### src/rtl/rsc_frame_encoder.sv
// rsc_frame_encoder: rate-1/2 recursive systematic convolutional encoder
// (feedback 7, feedforward 5), trellis-terminated 7-step frames mapped to
// signed 4-bit LLR nibbles and issued to the SISO one frame per credit.
module rsc_frame_encoder #(
   parameter int LLR_MAG = 7
) (
   input  logic        clk_i,
   input  logic        reset_n_i,
   input  logic        in_valid_i,
   input  logic        in_bit_i,
   output logic        in_ready_o,
   input  logic        siso_done_i,
   output logic        read_en_o,
   output logic [27:0] sys_o,
   output logic [27:0] enc_o,
   output logic [15:0] frame_cnt_o,
   output logic        proto_err_o
);

   typedef enum logic [1:0] {S_LOAD, S_TAIL, S_WAIT, S_ISSUE} state_t;

   localparam logic signed [3:0] LLR_POS = 4'(LLR_MAG);
   localparam logic signed [3:0] LLR_NEG = -LLR_POS;

   // Bit 1 maps to +LLR_MAG, bit 0 to -LLR_MAG.
   function automatic logic signed [3:0] llr_map(input logic b);
      return b ? LLR_POS : LLR_NEG;
   endfunction

   state_t            state, state_nxt;
   logic [2:0]        step;
   logic              s1, s2;
   logic              credit;
   logic signed [3:0] sys_sh [8];
   logic signed [3:0] enc_sh [8];

   logic              accept, tail_step, step_en;
   logic              u, a, p;
   logic [27:0]       sys_pack, enc_pack;

   // Trellis step: information bit in LOAD, terminating bit (forces a = 0) in TAIL.
   always_comb begin
      accept    = (state == S_LOAD) && in_valid_i;
      tail_step = (state == S_TAIL);
      step_en   = accept || tail_step;
      u         = tail_step ? (s1 ^ s2) : in_bit_i;
      a         = u ^ s1 ^ s2;
      p         = a ^ s2;
   end

   // Next-state logic: 5 accepted bits, 2 tail steps, wait for credit, issue.
   always_comb begin
      state_nxt = state;
      case (state)
         S_LOAD:  if (accept && (step == 3'd4)) state_nxt = S_TAIL;
         S_TAIL:  if (step == 3'd6)             state_nxt = S_WAIT;
         S_WAIT:  if (credit)                   state_nxt = S_ISSUE;
         S_ISSUE:                               state_nxt = S_LOAD;
         default:                               state_nxt = S_LOAD;
      endcase
   end

   // Flatten the shadow nibbles, step 0 in the most significant nibble.
   always_comb begin
      sys_pack = '0;
      enc_pack = '0;
      for (int k = 0; k < 7; k++) begin
         sys_pack[27 - 4*k -: 4] = sys_sh[k];
         enc_pack[27 - 4*k -: 4] = enc_sh[k];
      end
   end

   // State register and step counter; the counter restarts after each issue.
   always_ff @(posedge clk_i or negedge reset_n_i) begin
      if (!reset_n_i) begin
         state <= S_LOAD;
         step  <= 3'd0;
      end else begin
         state <= state_nxt;
         if (state == S_ISSUE)
            step <= 3'd0;
         else if (step_en)
            step <= step + 3'd1;
      end
   end

   // Encoder memory and per-step shadow nibbles; reset discards a partial frame.
   always_ff @(posedge clk_i or negedge reset_n_i) begin
      if (!reset_n_i) begin
         s1 <= 1'b0;
         s2 <= 1'b0;
         for (int k = 0; k < 8; k++) begin
            sys_sh[k] <= '0;
            enc_sh[k] <= '0;
         end
      end else if (step_en) begin
         s2           <= s1;
         s1           <= a;
         sys_sh[step] <= llr_map(u);
         enc_sh[step] <= llr_map(p);
      end
   end

   // Issue credit: cleared by an issue (which wins over a finish pulse), set by finish.
   always_ff @(posedge clk_i or negedge reset_n_i) begin
      if (!reset_n_i) begin
         credit      <= 1'b1;
         proto_err_o <= 1'b0;
      end else begin
         if (state == S_ISSUE)
            credit <= 1'b0;
         else if (siso_done_i)
            credit <= 1'b1;
         if (siso_done_i && credit && (state != S_ISSUE))
            proto_err_o <= 1'b1;
      end
   end

   // Registered outputs, loaded from the next state so they line up with ISSUE.
   always_ff @(posedge clk_i or negedge reset_n_i) begin
      if (!reset_n_i) begin
         in_ready_o  <= 1'b1;
         read_en_o   <= 1'b0;
         sys_o       <= '0;
         enc_o       <= '0;
         frame_cnt_o <= '0;
      end else begin
         in_ready_o <= (state_nxt == S_LOAD);
         read_en_o  <= (state_nxt == S_ISSUE);
         if (state_nxt == S_ISSUE) begin
            sys_o       <= sys_pack;
            enc_o       <= enc_pack;
            frame_cnt_o <= frame_cnt_o + 16'd1;
         end
      end
   end

endmodule

### config.mk
export PLATFORM = sky130hd
export DESIGN_NAME = rsc_frame_encoder
export DESIGN_NICKNAME = d
export VERILOG_FILES = /design/src/rtl/rsc_frame_encoder.sv
export SDC_FILE = /design/constraint.sdc
export NUM_CORES = 1
export LEC_CHECK = 0
export ABC_AREA = 1
export BUFFER_PORTS_ARGS = -buffer_cell sky130_fd_sc_hd__buf_2
export CAP_MARGIN = 20
export CORE_ASPECT_RATIO = 1.25
export CORE_UTILIZATION = 40
export CTS_CLUSTER_DIAMETER = 50
export DETAILED_ROUTE_END_ITERATION = 10
export SYNTH_ARGS = -nofsm -noshare
export SYNTH_HDL_FRONTEND = slang
export SYNTH_SLANG_ARGS = --single-unit
### constraint.sdc
create_clock -name clk_i -period 3 [get_ports clk_i]
set_clock_uncertainty 0.05 [all_clocks]
set_input_delay 0.45 -clock clk_i [delete_from_list [all_inputs] [get_ports clk_i]]
set_output_delay 0.45 -clock clk_i [all_outputs]
set_load 0.01 [all_outputs]
==> results.toml <==
[timing]
fin_ws_ps = 1140
slew_headroom = 0.618
hold_viol = 0
grt_setup_unrepaired = "no"
setup_viol = 0
setup_tns_ps = 0
period_share = 0.619
report.final.slew_viol_count = 0
tightestPinTransition_ps = 573
fmax_mhz = 538
min_period_ps = 1860

[global_routing]
grt_max_degree = 46
grt_pass1_wl_microns = 13300
grt_pass1_vias = 2764
antenna_found_initial = 0
grt.overflow.total = 0
grt_util_all_layers = 0.164

[die]
die_w_microns = 92.8
die_h_microns = 115
core_area_sq_um = 10100
row_count = 41
io_pins = 80
start_util = 0.410
dieArea_sq_um = 10700

[placed_design]
post-place-ws_ps = 1110
dpl.hpwl_microns = 5880
dp_cells = 625
gp_congestion = 0.833
port_buffers = 79

[worst_hold_path]
hold_class = "input port to async pin"

[synth]
netlist_top_cells_count = "136 x nand2_1, 95 x dfrtp_1, 47 x inv_1, 34 x o21ai_0, 23 x buf_4"
synth_edf_count = 0
syn_inst = 442
synth_ff_type = "dfrtp_1"
synth_top_area_frac = 0.577
yosysUniqueCellTypes = 29
yosys_warnings = 0
synth_largest_area_cell = "dfrtp_1"
netlist_area_sq_um = 4120
syn_avg_cell_area_sq_um = 9.32
async_flop_share = 1.00
synth-seq-area-share = 0.590
synth-seq-cells = 97
synth.most_common_cell = "nand2_1"
syn-num-nets = 451
ys_top_cells_by_area = "dfrtp_1 58%, nand2_1 12%, inv_1 4.3%"

[routing]
via_count = 2995
ant_nets = 0
first_iter_violations = 101
wl_microns = 8150
wl_per_cell_microns = 12.7
drc = 0
first_pass_iters = 4
viasPerCell = 4.67

[finish]
layout-drive-gt1-share = 0.234
stdcell_count = 641
num_antenna_cells = 0
num-nets-final = 516
area_delta_synth_final_pct = 16.3

[worst_setup_path]
cp-end-kind = "flop"
crit_fanout = 32
arrival_ps = 2070
cp-start-kind = "flop"
rrSetupSlack_ps = 1140
required_ps = 3210
critical_path_class = "flop to flop"

[clocking]
clk_path_buf_depth = 2
clk_pin_slew_worst_paths_ps = 60
cts_tree = "built"
cts_sinks = 97
post_cts_buffers = 0
numCtsBuffers = 9
htreeDepth = 3
cts_hold_buffers = 0
cts-resized-gates = 0
root_buffer = "clkbuf_16"
clk_latency_ps = 340

[power_and_ir_drop]
p_per_area_nw_per_um2 = 1070
p_leak_nw = 2.50
ir_drop_v = 0.000393

[run_status]
status = "complete, no violations"

[flow_run]
maxCapViolCount = 0
## final cells by class
| class | instances | area [sq um] |
|---|---|---|
| fillers | 1010 | 5260 |
| multi-input cells | 260 | 1280 |
| clock inverters | 3 | 42.5 |
| clock buffers | 13 | 240 |
| inverters | 55 | 206 |
| flip-flops and latches | 97 | 2430 |
| well taps | 129 | 161 |
| repair buffers | 84 | 435 |
## sequential cells by signal, indices dropped and copies added (netlist names)
signal and flops:
s1 1, credit 1, frame_cnt_o 16, sys_o 21, s2 1, state 2, in_ready_o 1, sys_pack 21
enc_o 14, enc_pack 14, proto_err_o 1, read_en_o 1, step 3
## per-stage QoR
| step | power [mW] | cell area, sq um | utilization | hold slack [ps] |
|---|---|---|---|---|
| finish | 5.12 | 4790 | 0.477 | 48.6 |
| global route | 5.54 | 4790 | 0.477 | 98.2 |
| CTS | 5.19 | 4790 | 0.477 | 73.5 |
| detailed placement | 4.07 | 4510 | 0.448 | 389 |
| global placement | 4.01 | 4510 | 0.448 | 386 |
| floorplan | 3.54 | 4120 | - | 104 |
## cell usage in the layout, fill, tap and decap left out
cell / Yosys / final
inv_1: 47 / 47
o21bai_1: 1 / 1
buf_2: 2 / 78
clkinv_2: 0 / 1
dfstp_2: 2 / 2
clkbuf_1: 4 / 4
nand2_1: 136 / 136
buf_4: 23 / 6
o211ai_1: 2 / 2
ha_1: 4 / 4
nand3_2: 1 / 1
xnor2_1: 6 / 6
xor2_1: 6 / 6
bufinv_16: 0 / 1
nor2_1: 13 / 13
o21ai_0: 34 / 34
a21oi_1: 2 / 2
a31o_2: 1 / 1
o21a_1: 8 / 8
nor2_4: 4 / 4
o21ai_2: 1 / 1
nand2_4: 1 / 1
nor3_1: 2 / 2
dfrtp_1: 95 / 95
inv_2: 8 / 8
nand2_2: 3 / 3
clkinvlp_4: 0 / 1
clkbuf_16: 0 / 9
nand3_1: 9 / 9
nor2_2: 3 / 3
o21ai_1: 17 / 17
nand4_1: 6 / 6
## critical path, stage by stage (launching register included)
cell	delay [ps]
dfstp_2	550
nand3_2	80
buf_4	240
inv_2	370
nand2_1	150
nor2_1	140
xor2_1	180
## path summary, 6_finish.rpt
path,endpoint,from,depth (start not counted)
max,frame_cnt_o[5],credit,6
min,frame_cnt_o[9],reset_n_i,1
max reg2reg,frame_cnt_o[5],credit,6
min reg2reg,sys_pack[24],sys_pack[24],2
max in group asynchronous,enc_o[6],reset_n_i,2
min in group clk_i,credit,siso_done_i,2
## power by group
part	leakage [nW]	switching [mW]	internal, mW
Sequential	1.18	0.327	1.82
Clock	0.134	0.463	0.646
Combinational	1.19	1.16	0.693
Total	2.50	1.95	3.16
## kinds of logic (layout without fill, tap and decap cells)
group	count (synthesis)	after routing	share of synthesized area
buffers and inverters	85	155	0.101
flip-flops	97	97	0.590
adder cells (fa/ha/maj)	4	4	0.0121
XOR/XNOR	12	12	0.0255
AND/OR/NAND/NOR	178	178	0.183
AO/OA/AOI/OAI	66	66	0.0886
## layer usage
layer | vias to the layer above | share of wire | GRT usage
li1 | 1496 | - | -
met2 | 46 | 0.50 | 0.267
met3 | 9 | 0.030 | 0.0295
met5 | - | 0 | 0
met4 | 0 | 0.021 | 0.0831
met1 | 1444 | 0.45 | 0.212
(Power assumes the default switching activity.)
